`src/rtl/seg_pkg.sv`:
```
// Shared types and constants for the segment display path (mapper and serial driver).
package seg_pkg;

   localparam int SEG_BITS = 64;

   typedef enum logic [1:0] {
      ST_IDLE  = 2'd0,
      ST_SHIFT = 2'd1,
      ST_LATCH = 2'd2
   } seg_state_e;

endpackage

```
`src/rtl/seg_sclk_gen.sv`:
```
// Serial clock phase generator: alternating rise/fall ticks every SCLK_HALF cycles.
module seg_sclk_gen #(
   parameter int SCLK_HALF = 2
) (
   input  logic clk,
   input  logic rst_n,
   input  logic en_i,
   input  logic clr_i,
   output logic rise_tick_o,
   output logic fall_tick_o
);

   localparam int            PW     = $clog2(SCLK_HALF + 1);
   localparam logic [PW-1:0] RELOAD = PW'(SCLK_HALF - 1);

   logic [PW-1:0] phase_q, phase_d;
   logic          high_q, high_d;
   logic          tc;

   assign tc = (phase_q == '0);

   always_comb begin
      phase_d = phase_q;
      high_d  = high_q;
      if (clr_i) begin
         phase_d = RELOAD;
         high_d  = 1'b0;
      end else if (en_i) begin
         if (tc) begin
            phase_d = RELOAD;
            high_d  = ~high_q;
         end else begin
            phase_d = phase_q - PW'(1);
         end
      end
   end

   always_ff @(posedge clk or negedge rst_n) begin
      if (!rst_n) begin
         phase_q <= RELOAD;
         high_q  <= 1'b0;
      end else begin
         phase_q <= phase_d;
         high_q  <= high_d;
      end
   end

   assign rise_tick_o = en_i & ~clr_i & tc & ~high_q;
   assign fall_tick_o = en_i & ~clr_i & tc &  high_q;

endmodule

```
`src/rtl/seg_serial_driver.sv`:
```
// MSB-first parallel-to-serial driver for the 74HC164-style display chain.
// Optional SEG_AUTO_REFRESH_EN: relaunch a frame whenever par_data differs from the last frame sent.
//
// state    | meaning
// ST_IDLE  | waiting for start (or a changed map when auto refresh is built in)
// ST_SHIFT | shifting bits out, 2*SCLK_HALF cycles per bit
// ST_LATCH | s_en strobe for SCLK_HALF cycles, s_dout holds bit 0
module seg_serial_driver
   import seg_pkg::*;
#(
   parameter int DATA_BITS = SEG_BITS,
   parameter int SCLK_HALF = 2
) (
   input  logic                 clk,
   input  logic                 rst_n,
   input  logic                 start,
   input  logic [DATA_BITS-1:0] par_data,
   output logic                 busy,
   output logic                 done,
   output logic                 s_clk,
   output logic                 s_dout,
   output logic                 s_clr_n,
   output logic                 s_en
);

   localparam int            BW       = (DATA_BITS > 1) ? $clog2(DATA_BITS) : 1;
   localparam logic [BW-1:0] LAST_BIT = BW'(DATA_BITS - 1);

   seg_state_e           state_q, state_d;
   logic [DATA_BITS-1:0] shreg_q, shreg_d;
   logic [BW-1:0]        bit_cnt_q, bit_cnt_d;
   logic                 sclk_q, sclk_d;
   logic                 en_q, en_d;
   logic                 done_q, done_d;
   logic                 clr_q;
   logic                 launch;
   logic                 rise_tick, fall_tick;

`ifdef SEG_AUTO_REFRESH_EN
   logic [DATA_BITS-1:0] snap_q;
   logic                 first_q;

   // first_q forces one refresh after reset regardless of the map contents
   assign launch = (state_q == ST_IDLE) & (start | first_q | (par_data != snap_q));

   always_ff @(posedge clk or negedge rst_n) begin
      if (!rst_n) begin
         snap_q  <= '0;
         first_q <= 1'b1;
      end else if (launch) begin
         snap_q  <= par_data;
         first_q <= 1'b0;
      end
   end
`else
   assign launch = (state_q == ST_IDLE) & start;
`endif

   seg_sclk_gen #(
      .SCLK_HALF (SCLK_HALF)
   ) u_sclk_gen (
      .clk         (clk),
      .rst_n       (rst_n),
      .en_i        (state_q != ST_IDLE),
      .clr_i       (launch),
      .rise_tick_o (rise_tick),
      .fall_tick_o (fall_tick)
   );

   always_comb begin
      state_d   = state_q;
      shreg_d   = shreg_q;
      bit_cnt_d = bit_cnt_q;
      sclk_d    = sclk_q;
      en_d      = en_q;
      done_d    = 1'b0;
      case (state_q)
         ST_IDLE: begin
            if (launch) begin
               state_d   = ST_SHIFT;
               shreg_d   = par_data;
               bit_cnt_d = LAST_BIT;
               sclk_d    = 1'b0;
            end
         end
         ST_SHIFT: begin
            if (rise_tick) begin
               sclk_d = 1'b1;
            end else if (fall_tick) begin
               sclk_d = 1'b0;
               // last bit is not shifted out so s_dout keeps bit 0 through the latch
               if (bit_cnt_q == '0) begin
                  state_d = ST_LATCH;
                  en_d    = 1'b1;
               end else begin
                  shreg_d   = shreg_q << 1;
                  bit_cnt_d = bit_cnt_q - BW'(1);
               end
            end
         end
         ST_LATCH: begin
            if (rise_tick) begin
               state_d = ST_IDLE;
               en_d    = 1'b0;
               done_d  = 1'b1;
            end
         end
         default: begin
            state_d = ST_IDLE;
            sclk_d  = 1'b0;
            en_d    = 1'b0;
         end
      endcase
   end

   always_ff @(posedge clk or negedge rst_n) begin
      if (!rst_n) begin
         state_q   <= ST_IDLE;
         shreg_q   <= '0;
         bit_cnt_q <= '0;
         sclk_q    <= 1'b0;
         en_q      <= 1'b0;
         done_q    <= 1'b0;
         clr_q     <= 1'b0;
      end else begin
         state_q   <= state_d;
         shreg_q   <= shreg_d;
         bit_cnt_q <= bit_cnt_d;
         sclk_q    <= sclk_d;
         en_q      <= en_d;
         done_q    <= done_d;
         clr_q     <= 1'b1;
      end
   end

   assign busy    = (state_q != ST_IDLE);
   assign done    = done_q;
   assign s_clk   = sclk_q;
   assign s_dout  = shreg_q[DATA_BITS-1];
   assign s_en    = en_q;
   assign s_clr_n = clr_q;

endmodule

```
`config.mk`:
```
export PLATFORM = sky130hd
export DESIGN_NAME = seg_serial_driver
export DESIGN_NICKNAME = d
export VERILOG_FILES = /design/src/rtl/seg_pkg.sv /design/src/rtl/seg_sclk_gen.sv /design/src/rtl/seg_serial_driver.sv
export SDC_FILE = /design/constraint.sdc
export NUM_CORES = 1
export LEC_CHECK = 0
export BUFFER_PORTS_ARGS = -buffer_cell sky130_fd_sc_hd__clkbuf_2
export CAP_MARGIN = 30
export CORE_MARGIN = 1
export CORE_UTILIZATION = 49
export DETAILED_ROUTE_END_ITERATION = 16
export PLACE_DENSITY = 0.74
export RECOVER_POWER = 100
export REMOVE_ABC_BUFFERS = 1
export SYNTH_ARGS = -nofsm -noshare
export SYNTH_HDL_FRONTEND = slang
export SYNTH_HIERARCHICAL = 1
export SYNTH_SLANG_ARGS = --single-unit
```
`constraint.sdc`:
```
create_clock -name clk -period 2.6 [get_ports clk]
set_input_delay 0.39 -clock clk [delete_from_list [all_inputs] [get_ports clk]]
set_output_delay 0.39 -clock clk [all_outputs]
set_load 0.1 [all_outputs]
```
### Word-level counts from Yosys, hierarchy flattened

Index checks and enable logic that the tools add are counted.

| word-level totals | value |
|---|---|
| register bits | 79 |
| latch bits | 0 |
| RAM bits | 0 |
| ROM bits | 0 |
| input port bits | 67 |
| output and inout port bits | 6 |
| memories | 0 |

| operators by class | value |
|---|---|
| add/subtract/negate cells | 2 |
| multiply operators | 0 |
| div/mod/pow operators | 0 |
| magnitude comparators | 0 |
| equal/unequal tests | 9 |
| shift-type cells | 0 |
| multiplexer cells | 33 |
| bitwise logic cells | 9 |
| reductions and logical operators | 12 |

Operators by type and width:

| kind | number |
|---|---|
| 64-bit two-way mux | 4 |
| 64-bit one-hot mux with 2 select lines | 1 |
| 6-bit two-way mux | 4 |
| 2-bit two-way mux | 8 |
| 5-bit AND reduction | 3 |
| 1-bit two-way mux | 12 |
| 6-bit one-hot mux with 2 select lines | 1 |
| 2-bit != test, second input constant | 5 |
| 2-bit nonzero test | 4 |
| 6-bit logical NOT | 1 |
| 1-bit one-hot mux with 3 select lines | 2 |
| 2-bit one-hot mux with 3 select lines | 1 |
| 6-bit by 1-bit subtractor with 6-bit output, second input constant | 1 |
| 1-bit AND | 5 |
| 2-bit logical NOT | 2 |
| 1-bit NOT | 4 |
| 3-bit != test, second input constant | 1 |
| 3-bit AND reduction | 1 |
| 2-bit by 1-bit == test with 1-bit output, second input constant | 1 |
| 2-bit == test, second input constant | 1 |
| 2-bit by 1-bit != test with 1-bit output, second input constant | 1 |
| 2-bit AND reduction | 1 |
| 2-bit by 1-bit subtractor with 2-bit output, second input constant | 1 |

### Depth between registers and ports, before layout

Gate-level depths: netlist (run 1).

| depth | value |
|---|---|
| word-level depth | 9 |
| gate-level depth with buffers | 10 |
| mapped depth without buffers | 8 |

### By module

The synthesis (run 1) kept the hierarchy.

Modules (own cells, without submodules):

| module | instances | cells an instance | area each (µm²) | seq. area each (µm²) |
|---|---|---|---|---|
| seg_serial_driver | 1 | 294 | 3387.0 | 1901.8 |
| seg_sclk_gen | 1 | 13 | 151.4 | 76.3 |

### Worst setup path before layout (run 1)

Ideal clock, no wire load.

| timing | value |
|---|---|
| path type | register to register |
| start | register state_q[0] |
| end | register shreg_q[1] |
| data arrival time | 2.765 ns |
| data required time | 2.463 ns |
| setup slack | -0.302 ns |
| cell stages (with the launch flop) | 10 |
| buffers on the path | 3 |
| path through | dfrtp_1 -> buf_4 -> or2_2 -> or3b_4 -> nor3b_1 -> nand3b_1 -> a21oi_1 -> buf_2 -> clkbuf_1 -> a2bb2oi_1 |

| between the ends | value |
|---|---|
| elaborated cells on any way between the ends | 16 |
| classes of those cells | eq/ne (5); mux (1); bitwise (6); reduce/logical (4) |

RTL lines:

| item | RTL line | source |
|---|---|---|
| from (decl) | seg_serial_driver.sv:29 | `seg_state_e state_q, state_d;` |
| from (signal assigned) | seg_serial_driver.sv:126 | `state_q <= state_d;` |
| 2-bit nonzero test | n/a |  |
| via busy | seg_serial_driver.sv:18 | `output logic busy,` |
| 1-bit AND (2 in a row) | seg_sclk_gen.sv:48, seg_sclk_gen.sv:49 |  |
| 1-bit AND | seg_sclk_gen.sv:49 | `assign fall_tick_o = en_i & ~clr_i & tc & high_q;` |
| via fall_tick | seg_serial_driver.sv:37 | `logic rise_tick, fall_tick;` |
| 2-bit != test (no line) | n/a |  |
| 5-bit AND reduction (no line) | n/a |  |
| to (signal assigned) | seg_serial_driver.sv:127 | `shreg_q <= shreg_d;` |
| to (decl) | seg_serial_driver.sv:30 | `logic [DATA_BITS-1:0] shreg_q, shreg_d;` |

The timed path passes the listed nets, and every way through them passes these cells.
A chain may end at the register's enable or synchronous reset.

### Worst setup path in the final report (run 1)

| timing | value |
|---|---|
| start | register state_q[0] |
| end | register shreg_q[44] |

| between the ends | value |
|---|---|
| longest elaborated chain between the ends | 8 |
| elaborated cells on any way between the ends | 16 |
| classes of those cells | eq/ne (5); mux (1); bitwise (6); reduce/logical (4) |

Ends and longest elaborated chain:

| item | RTL line | source |
|---|---|---|
| 2-bit logical NOT | seg_serial_driver.sv:56 | `assign launch = (state_q == ST_IDLE) & start;` |
| 1-bit AND | seg_serial_driver.sv:56 |  |
| via launch | seg_serial_driver.sv:36 | `logic launch;` |
| 1-bit NOT | seg_sclk_gen.sv:48 | `assign rise_tick_o = en_i & ~clr_i & tc & ~high_q;` |
| 1-bit AND (3 in a row) | seg_sclk_gen.sv:48 |  |
| via rise_tick | seg_serial_driver.sv:37 |  |
| 2-bit != test (no line) | n/a |  |
| 5-bit AND reduction (no line) | n/a |  |

The timed path passes the listed nets, and every way through them passes these cells.

==> results of run 1 <==
critical path: cells and delay by family (launching register included):
kind	cells	cell delay, ps
simple gates	4	930
compound gates	3	600
flops	1	380
buf+inv	3	510
kinds of logic (layout without fill, tap and decap cells):
family	after synthesis	after routing	synth area share [%]
adders and majority gates	2	2	0.707
muxes	2	2	0.707
AOI/OAI and AO/OA	151	151	31.1
other	1	1	0.106
and+or+nand+nor	37	37	6.12
buffers and inverters	35	111	5.34
DFF	79	79	55.9
routing by layer:
metal	up-vias	global-route usage, %
li1	1365	-
met4	0	9.24
met2	72	34.9
met1	1394	30.2
met3	10	5.02
met5	-	0
repair_timing:
action | CTS | global route
buffers inserted | 0 | 1
endpoints found under the setup margin | 0 | 63
hold endpoints to repair | 0 | 0
resized for setup | 0 | 1
flip-flops by register name, indices dropped and copies added (netlist names):
name / cells
done: 1
s_clr_n: 1
state_q: 2
shreg_q: 64
s_en: 1
u_sclk_gen/phase_q: 2
u_sclk_gen/high_q: 1
s_clk: 1
bit_cnt_q: 6
worst paths after layout:
path,endpoint,depth (start not counted),startpoint
max,shreg_q[44],10,state_q[0]
max in group asynchronous,bit_cnt_q[2],1,rst_n
min,shreg_q[0],2,par_data[0]
max reg2reg,shreg_q[44],10,state_q[0]
min reg2reg,shreg_q[0],1,shreg_q[0]
min in group asynchronous,done,1,rst_n
power groups by stage:
stage / clock, mW / combinational [mW] / sequential, mW
finish: 0.993 / 1.67 / 1.76
global route: 1.06 / 1.82 / 1.80
CTS: 1.01 / 1.61 / 1.75
detailed placement: 0 / 1.61 / 1.77
global placement: 0 / 1.57 / 1.76
floorplan: 0 / 1.13 / 1.82
final cells by class:
cell class                      count  area [µm²]
Tap cell                           96         120
Multi-Input combinational cell    193        1380
Sequential cell                    79        1980
Inverter                            6        22.5
Clock buffer                       11         131
Timing Repair Buffer               89         520
Clock inverter                      5        83.8
Fill cell                         602        2640
layout by cell type (no fill, tap or decap), types with 2 or more instances in the layout:
| cell | Yosys | layout |
|---|---|---|
| clkbuf_1 | 11 | 11 |
| o22ai_1 | 65 | 65 |
| nand2_1 | 3 | 3 |
| nor2b_1 | 6 | 6 |
| buf_4 | 2 | 7 |
| clkbuf_2 | 0 | 67 |
| o21ai_0 | 7 | 7 |
| or3_1 | 3 | 3 |
| nand2b_1 | 3 | 3 |
| buf_12 | 0 | 4 |
| dfrtp_1 | 78 | 78 |
| bufinv_16 | 0 | 2 |
| nand3_1 | 3 | 3 |
| a2bb2oi_1 | 63 | 63 |
| or2_2 | 2 | 2 |
| clkbuf_8 | 0 | 9 |
| inv_1 | 6 | 5 |
| nor3b_1 | 2 | 2 |
| clkinvlp_4 | 0 | 2 |
| nor2_1 | 6 | 6 |
| ha_1 | 2 | 2 |
| nor3_1 | 2 | 2 |
| a21oi_1 | 7 | 7 |
==> summary.md, run 1 <==
| Metric | Value |
|---|---|
| P_leak | `roughly 1.7 nW` |
| Worst setup margin | `just over 90 ps` |
| Layout cells sized above 1 | `26.4%` |
| Skew-Pair Late Insertion Delay | `between 300 and 400 ps` |
| Synth unique cells | `40` |
| EDFF count, synth | `0` |
| Worst slew margin | `-40.1%` |
| Synth top area share | `a little under three fifths` |
| Cells along the critical path | `or2_2 > or2_2 > inv_2 > nor3_1 > nand3b_1 > a21o_1 > a21oi_4 > buf_12 > clkbuf_4 > a2bb2oi_1` |
| Max_cap viols | `1` |
| Drt pass-1 iters | `5` |
| Mapped cell area | `about 0.0035 mm²` |
| Met1 wire length | `between 3 and 4 mm` |
| Hold crit path type | `in -> reg` |
| Post-layout min period | `about 2500 ps` |
| Remaining Overflow, GRT | `0` |
| Area grow syn2layout | `19.6%` |
| Cts bufs inserted | `9` |
| Clk slew on worst S/H paths | `80 ps` |
| Die height | `approximately 87 µm` |
| Area post-placement | `between 0.003 and 0.004 mm²` |
| Routed WL | `approximately 8.4 mm` |
| Ys async rst share | `100%` |
| #FFs+latches synth | `79` |
| Synth Instances | `between 300 and 400` |
| Final Max Tran Viols | `40` |
| Post-route insts no fill | `roughly 480` |
| Fin Setup TNS | `0 ps` |
| First-pass GRT wire length | `approximately 13 mm` |
| Power per Cell Area | `about 1000 mW/mm²` |
| WL met2 | `slightly above 4 mm` |
| Worst R2R Setup Slack | `slightly above 90 ps` |
| Worst IR Drop VDD | `around 0.52 mV` |
| Highest Signal Layer | `met4` |
| IO Count | `73` |
| Placer Congestion | `0.811` |
| Switching share of total power | `between 30% and 40%` |
| Worst EP required | `between 2000 and 3000 ps` |
| Clock skew | `10.6 ps` |
| ANT cells | `0` |
| Initial core utilization | `51.5%` |
| Finished Cell Area | `between 0.004 and 0.005 mm²` |
| Most common cell in the netlist | `dfrtp_1` |
| Mapped Avg Cell Area | `~12 µm²` |
| Iteration-0 DRC Markers | `118` |
| WS Path Type | `reg -> reg` |
| Full die area | `between 0.007 and 0.008 mm²` |
| Final Util | `slightly above 60%` |
| Flop pwr share | `about two fifths` |
| CP dominant cell by count | `or2_2` |
| Port bufs | `72` |
| CP peak stage delay | `between 300 and 400 ps` |
| Vias | `2841` |
| Antenna-violating nets left | `0` |
| Nets | `approximately 450` |
| DR WL met3 | `between 300 and 400 µm` |
| Arr. time, crit path | `2770 ps` |
| Clock buffer depth | `2` |
| Final period utilization | `96.5%` |
| Top cells by count, synth | `dfrtp_1 (78), o22ai_1 (65), a2bb2oi_1 (63), clkbuf_1 (11), buf_2 (10)` |
| Post-synth top area cell | `dfrtp_1` |
| Primary FF master, synth | `dfrtp_1` |
| CP Capture Type | `flip-flop` |
| Avg WL per Cell | `~18 µm` |
| Crit-path max FO | `15` |
| Row Count | `30` |
| Failing checks | `max-capacitance violations, max-slew violations` |
| Sink Count | `79` |
| Syn. warnings | `6` |
| Comb pwr share | `between 30% and 40%` |
| Int Pwr | `approximately 2.9 mW` |
| Switching power | `1.56 mW` |
| Gr usage total | `around 22%` |
| Total power | `4.42 mW` |
| CTS tree | `built` |
| Crit path max-delay cell type | `dfrtp_1` |
| Clock network fraction of total power | `around 23%` |
| Hpwl dp | `4.87 mm` |
| Vias in the first global route | `between 2000 and 3000` |
| DP Worst Slack | `between 100 and 150 ps` |
| Largest net degree at the start of global routing | `80` |
| CP Launch Type | `flip-flop` |
| Register area share after synthesis | `between 50% and 60%` |
| Final Setup Violations | `0` |
| Run status | `finished with violations` |
| Cts hold-fix bufs | `0` |
| Fmax | `between 0.3 and 0.4 GHz` |
| Die Wd | `87.0 µm` |
| Drt via density | `about 5.9` |
| Max H-tree Level | `3` |
| DP Cell Count | `457` |
| Drc violations | `0` |
| Clock Tree Root | `clkbuf_8` |
| Hold Vio Cnt, Final | `0` |
| Synth area leaders | `dfrtp_1 (55%), a2bb2oi_1 (16%), o22ai_1 (11%)` |
| Slew @ Worst Pin | `2100 ps` |
| Worst hold slack | `a little under 300 ps` |
| Area of the core | `0.00687 mm²` |
| Initial antenna violation count | `0` |
No activity file was read; power rests on OpenSTA's default activity.
==> run 2, diff against run 1 <==
SETUP_SLACK_MARGIN = 0.3   (was unset)
==> summary.md, run 2 (synthesis results as in run 1) <==
| Metric | Value |
|---|---|
| IO Count | `73 (unchanged)` |
| Area of the core | `0.00687 mm² (unchanged)` |
| Switching power | `1.74 mW (+12%)` |
| Row Count | `30 (unchanged)` |
| Slew @ Worst Pin | `1180 ps (-922 ps)` |
| Cells along the critical path | `or2_4 > or2_0 > inv_4 > nor3_1 > nand3b_1 > a21o_1 > a21oi_4 > buf_6 > clkbuf_16 > a2bb2oi_1` |
| Drt via density | `6.09 (+2.7%)` |
| Initial core utilization | `51.5% (unchanged)` |
| Filler instances | `572 (-5.0%)` |
| Largest register FFs | `64 (unchanged)` |
| Max H-tree Level | `3 (unchanged)` |
| Remaining Overflow, GRT | `0 (unchanged)` |
| Reg with most FFs | `shreg_q` |
| Largest net degree at the start of global routing | `80 (unchanged)` |
| First-pass GRT wire length | `13.8 mm (+6.5%)` |
| Clock buffer depth | `2 (unchanged)` |
| Gr usage total | `24.0% (+1.7 points)` |
| CP Launch Type | `flip-flop` |
| WP buf/inv | `3 (unchanged)` |
| Drt pass-1 iters | `4 (-1)` |
| Sink Count | `79 (unchanged)` |
| Arr. time, crit path | `2590 ps (-180 ps)` |
| Die Wd | `87.0 µm (unchanged)` |
| Commonest cells after routing, fill and taps aside | `dfrtp_1 (78), o22ai_1 (65), clkbuf_2 (65)` |
| P_leak | `1.85 nW (+6.6%)` |
| Post-layout min period | `2310 ps (-197 ps)` |
| Max_cap viols | `0 (-1)` |
| Clock network fraction of total power | `20.3% (-2.2 points)` |
| Final Setup Violations | `0 (unchanged)` |
| Finished Cell Area | `0.00454 mm² (+7.3%)` |
| DR WL met3 | `452 µm (+42%)` |
| Hold crit path type | `in -> reg` |
| Cell family with most CP delay | `simple AND/OR/NAND/NOR gates` |
| Flop pwr share | `35.8% (-3.9 points)` |
| CP Capture Type | `flip-flop` |
| Int Pwr | `3.21 mW (+12%)` |
| Initial antenna violation count | `0 (unchanged)` |
| Hpwl dp | `4.87 mm (unchanged)` |
| Layout cells sized above 1 | `30.5% (+4.2 points)` |
| Avg WL per Cell | `19.4 µm (+11%)` |
| Comb pwr share | `44.0% (+6.2 points)` |
| Placer Congestion | `0.811 (unchanged)` |
| Clock skew | `11.2 ps (+0.697 ps)` |
| Switching share of total power | `35.2% (-0.071 points)` |
| Worst slew margin | `21.7% (+62 points)` |
| RSZ-0062 raised after global routing | `true` |
| Worst EP required | `2880 ps (+20 ps)` |
| Antenna-violating nets left | `0 (unchanged)` |
| CTS tree | `built` |
| Commonest non-fill, non-tap cell in the layout | `dfrtp_1` |
| Crit-path max FO | `8 (-7)` |
| Run status | `finished, final reports clean` |
| ANT cells | `0 (unchanged)` |
| Crit path max-delay cell type | `dfrtp_1` |
| WS Path Type | `reg -> reg` |
| Fmax | `0.433 GHz (+8.5%)` |
| WL met2 | `4.67 mm (+14%)` |
| Met1 wire length | `4.24 mm (+9.7%)` |
| Highest Signal Layer | `met4` |
| Skew-Pair Late Insertion Delay | `360 ps (about the same)` |
| Worst IR Drop VDD | `0.543 mV (+3.8%)` |
| Iteration-0 DRC Markers | `204 (+73%)` |
| Cts bufs inserted | `9 (unchanged)` |
| Port bufs | `72 (unchanged)` |
| Nets | `457 (+2.2%)` |
| Final period utilization | `88.9% (-7.6 points)` |
| Clk slew on worst S/H paths | `90 ps (about the same)` |
| Area grow syn2layout | `28.3%` |
| Full die area | `0.00756 mm² (unchanged)` |
| Drc violations | `0 (unchanged)` |
| Largest regs | `shreg_q: 64 flops, bit_cnt_q: 6 flops` |
| Vias in the first global route | `2806 (+2.4%)` |
| CP peak stage delay | `390 ps (about the same)` |
| Area post-placement | `0.00400 mm² (unchanged)` |
| Hold Vio Cnt, Final | `0 (unchanged)` |
| Routed WL | `9.51 mm (+13%)` |
| Final Max Tran Viols | `0 (-100%)` |
| Power per Cell Area | `1090 mW/mm² (+4.5%)` |
| Die height | `87.0 µm (unchanged)` |
| Vias | `2978 (+4.8%)` |
| Clock Tree Root | `clkbuf_8` |
| Total power | `4.96 mW (+12%)` |
## run 2: cell types whose count changed in the layout (fill, tap and decap cells not counted), moves of 2 or more
cell	before	now
a2bb2oi_1	63	54
a2bb2oi_2	0	9
buf_16	0	3
buf_4	7	10
clkbuf_1	11	13
clkbuf_16	0	4
clkbuf_2	67	65
or2_2	2	0
## run 2: final cells by class
type | count | area (µm²) | share of cell area (%)
Clock inverter | 5 | 83.8 | 1.85
Inverter | 6 | 25.0 | 0.551
Sequential cell | 79 | 1980 | 43.6
Clock buffer | 11 | 131 | 2.89
Multi-Input combinational cell | 193 | 1460 | 32.2
Timing Repair Buffer | 99 | 738 | 16.3
Tap cell | 96 | 120 | 2.65
## run 2: final timing paths
check                       startpoint  depth (start not counted)           to  slack, ps
min in group asynchronous        rst_n                          2         done        790
setup / recovery            state_q[1]                         10  shreg_q[32]        290
hold reg to reg             shreg_q[3]                          1   shreg_q[3]        530
hold / removal             par_data[0]                          2   shreg_q[0]        300
setup reg to reg            state_q[1]                         10  shreg_q[32]        290
max in group asynchronous        rst_n                          3  shreg_q[42]        950
## run 2: per-layer routing
metal | GRT usage [%] | vias to the layer above
li1 | - | 1378
met1 | 33.2 | 1503
met2 | 37.7 | 84
met3 | 4.74 | 13
met4 | 9.09 | 0
met5 | 0 | -
## run 2: through the flow
stage	worst slack (ps)	utilization [%]	hold slack (ps)	instances	TNS, ps
floorplan	-2810	-	94.4	278	-149860
global placement	240	58.2	487	457	0
detailed placement	103	58.2	513	457	0
CTS	310	63.2	225	479	0
global route	158	66.1	287	489	0
finish	289	66.1	298	489	0
## run 2: power by group through the flow
| stage | clock network [mW] | registers [mW] | logic, mW |
|---|---|---|---|
| 6_report | 1.00 | 1.77 | 2.18 |
| 5_1_grt | 1.07 | 1.81 | 2.32 |
| 4_1_cts | 1.01 | 1.75 | 1.88 |
| 3_5_place_dp | 0 | 1.77 | 1.61 |
| 3_3_place_gp | 0 | 1.76 | 1.57 |
| 2_1_floorplan | 0 | 1.82 | 1.13 |
## run 2: repair_timing
item,4_1_cts,5_1_grt
pin swaps,1,5
hold endpoints to repair,0,18
buffers inserted,3,4
hold buffers,0,1
cloned,3,4
resized for setup,6,35
setup endpoints to repair,65,66
==> run 3, diff against run 2 <==
ABC_AREA = 1   (was unset)
CORE_ASPECT_RATIO = 1.1   (was unset)
CORE_UTILIZATION = 50   (was 49)
PLACE_DENSITY = 0.75   (was 0.74)
==> summary.md, run 3 <==
| Metric | Value |
|---|---|
| Clock buffer depth | `2 (unchanged)` |
| First-pass GRT wire length | `13.8 mm (-0.20%)` |
| Fmax | `0.435 GHz (+0.47%)` |
| Post-layout min period | `2300 ps (-10.7 ps)` |
| Iteration-0 DRC Markers | `244 (+20%)` |
| Worst slew margin | `-27.7% (-49 points)` |
| Placer Congestion | `0.798 (-1.5%)` |
| Synth unique cells | `22 (-45%)` |
| Clk slew on worst S/H paths | `90 ps (about the same)` |
| Beginning of the critical path | `state_q[1]` |
| Initial core utilization | `52.8% (+1.3 points)` |
| Final Setup Violations | `0 (unchanged)` |
| Largest regs | `shreg_q: 64 flops, bit_cnt_q: 6 flops` |
| Multi-input gate area | `0.00183 mm² (+25%)` |
| #FFs+latches synth | `79 (unchanged)` |
| Drt pass-1 iters | `4 (unchanged)` |
| Clock Tree Root | `clkbuf_8` |
| Ys async rst share | `100% (unchanged)` |
| Sink Count | `79 (unchanged)` |
| Run status | `finished with violations` |
| ANT cells | `0 (unchanged)` |
| Full die area | `0.00839 mm² (+11%)` |
| Most common cell in the netlist | `nand2_1` |
| Finished Cell Area | `0.00476 mm² (+4.8%)` |
| Worst EP required | `2210 ps (-670 ps)` |
| Final Util | `62.6% (-3.5 points)` |
| Synth area leaders | `dfrtp_1 (49%), nand2_1 (39%), buf_2 (2.1%)` |
| CP Launch Type | `flip-flop` |
| Vias in the first global route | `3139 (+12%)` |
| Layout cells sized above 1 | `15.7% (-15 points)` |
| Mapped cell area | `0.00401 mm² (+13%)` |
| Largest net degree at the start of global routing | `80 (unchanged)` |
| Nets | `718 (+57%)` |
| Slew @ Worst Pin | `1920 ps (+736 ps)` |
| Final Max Tran Viols | `80 (+80)` |
| Clock skew | `11.7 ps (+0.409 ps)` |
| Worst IR Drop VDD | `0.624 mV (+15%)` |
| Synth Instances | `585 (+91%)` |
| Hold crit path type | `in -> reg` |
| Synth top area share | `48.7% (-6.5 points)` |
| Max H-tree Level | `3 (unchanged)` |
| Power per Cell Area | `1180 mW/mm² (+7.8%)` |
| Commonest cells after routing, fill and taps aside | `nand2_1 (417), dfrtp_1 (78), clkbuf_2 (66)` |
| Commonest non-fill, non-tap cell in the layout | `nand2_1` |
| Area grow syn2layout | `18.6%` |
| Filler instances | `736 (+29%)` |
| Die Wd | `87.4 µm (+0.49%)` |
| Mapped Avg Cell Area | `6.86 µm² (-41%)` |
| Crit-path max FO | `6 (-2)` |
| Hpwl dp | `5.02 mm (+3.0%)` |
| Register area share after synthesis | `49.3% (-6.6 points)` |
| P_leak | `2.86 nW (+55%)` |
| Final period utilization | `88.5% (-0.41 points)` |
| Area of the core | `0.00760 mm² (+11%)` |
| Arr. time, crit path | `1910 ps (-680 ps)` |
| Hold Vio Cnt, Final | `0 (unchanged)` |
| CTS tree | `built` |
| Remaining Overflow, GRT | `0 (unchanged)` |
| Largest register FFs | `64 (unchanged)` |
| Die height | `95.9 µm (+10%)` |
| Drt via density | `4.73 (-22%)` |
| Drc violations | `0 (unchanged)` |
| Post-synth top area cell | `dfrtp_1` |
| Skew-Pair Late Insertion Delay | `350 ps (about the same)` |
| Cts bufs inserted | `9 (unchanged)` |
| Max_cap viols | `1 (+1)` |
| Avg WL per Cell | `11.5 µm (-41%)` |
| Vias | `3593 (+21%)` |
| Port bufs | `72 (unchanged)` |
| Row Count | `33 (+10%)` |
| IO Count | `73 (unchanged)` |
| RSZ-0062 raised after global routing | `false` |
| Hold path startpoint | `par_data[0]` |
| Worst R2R Start | `state_q[1]` |
| Gr usage total | `21.0% (-3.1 points)` |
| Total area of sequential cells | `0.00198 mm² (unchanged)` |
| Initial antenna violation count | `0 (unchanged)` |
| WS Path Type | `reg -> out` |
| Area post-placement | `0.00443 mm² (+11%)` |
| Antenna-violating nets left | `0 (unchanged)` |
| CP Capture Type | `primary output` |
| EDFF count, synth | `0 (unchanged)` |
| Primary FF master, synth | `dfrtp_1` |
| Top cells by count, synth | `nand2_1 (418), dfrtp_1 (78), buf_2 (17), inv_1 (14), nor2_1 (11)` |
| Failing checks | `max-capacitance violations, max-slew violations` |
| Syn. warnings | `6 (unchanged)` |
| Routed WL | `8.74 mm (-8.0%)` |
| Reg with most FFs | `shreg_q` |
run 3: changes by cell type in the layout (fill, tap and decap cells not counted), moves of 5 or more:
| cell | previous run | this run |
|---|---|---|
| nand2_1 | 3 | 417 |
| o22ai_1 | 65 | 0 |
| a2bb2oi_1 | 54 | 0 |
| a2bb2oi_2 | 9 | 0 |
| inv_1 | 5 | 14 |
| buf_4 | 10 | 3 |
| clkbuf_1 | 13 | 6 |
| nand3_1 | 3 | 10 |
| a21oi_1 | 6 | 1 |
| nor2_1 | 6 | 11 |
| nor2b_1 | 5 | 0 |
run 3: critical path, cell delays in order (launching register included):
cell,delay [ps]
dfrtp_1,470
nor2_1,60
inv_1,140
clkbuf_1,890
run 3: repair_timing:
item                       in CTS  in global routing
cloned                          0                  3
pin swaps                       0                  1
buffers inserted                0                  0
resized for setup               1                  6
setup endpoints to repair      69                 70
hold buffers                    0                  0
run 3: area by class of cell:
type | count | area share [%]
clock inverter | 7 | 3.05
clock buffer | 9 | 2.60
tap | 105 | 2.76
sequential | 79 | 41.6
timing repair buffer | 81 | 10.2
inverter | 16 | 1.26
multi-input combinational | 462 | 38.6
run 3: worst paths after layout:
| path | endpoint | slack [ps] | depth (start not counted) |
|---|---|---|---|
| setup / recovery | busy | 300 | 3 |
| hold / removal | shreg_q[0] | 310 | 3 |
| setup reg to reg | shreg_q[29] | 350 | 12 |
| hold reg to reg | shreg_q[39] | 480 | 2 |
| max in group asynchronous | shreg_q[1] | 800 | 2 |
| min in group asynchronous | shreg_q[12] | 670 | 2 |
run 3: cells by family (layout without fill, tap and decap cells):
group,Yosys count,in the layout,share of synthesized area [%]
simple gates,452,452,43.8
fa+ha+maj,2,2,0.624
flops,79,79,49.3
buf+inv,44,113,5.21
compound gates,7,7,0.967
other cells,1,1,0.0935
run 3: report_power, final:
group | total (mW) | internal, mW | leakage (nW) | switching [mW]
Sequential | 1.80 | 1.60 | 1.04 | 0.204
Combinational | 2.59 | 0.848 | 1.69 | 1.74
Clock | 1.21 | 0.738 | 0.130 | 0.470
Total | 5.60 | 3.18 | 2.86 | 2.41
run 3: metal layers:
metal  vias up  GRT usage [%]  share of wire, %
met4         0           6.97               1.2
met2        78           35.4                50
met3         8           4.12               4.3
met5         -              0                 0
met1      1631           27.2                45
li1       1876              -                 -
run 3: through the flow:
| step | instances | worst slack (ps) | total power [mW] | hold slack [ps] | TNS, ps |
|---|---|---|---|---|---|
| floorplan | 557 | -412 | 3.52 | 94.4 | -28700 |
| global placement | 740 | 365 | 4.10 | 447 | 0 |
| detailed placement | 740 | 227 | 4.16 | 454 | 0 |
| CTS | 756 | 347 | 5.40 | 71.1 | 0 |
| global route | 759 | 149 | 6.04 | 302 | 0 |
| finish | 759 | 300 | 5.60 | 311 | 0 |
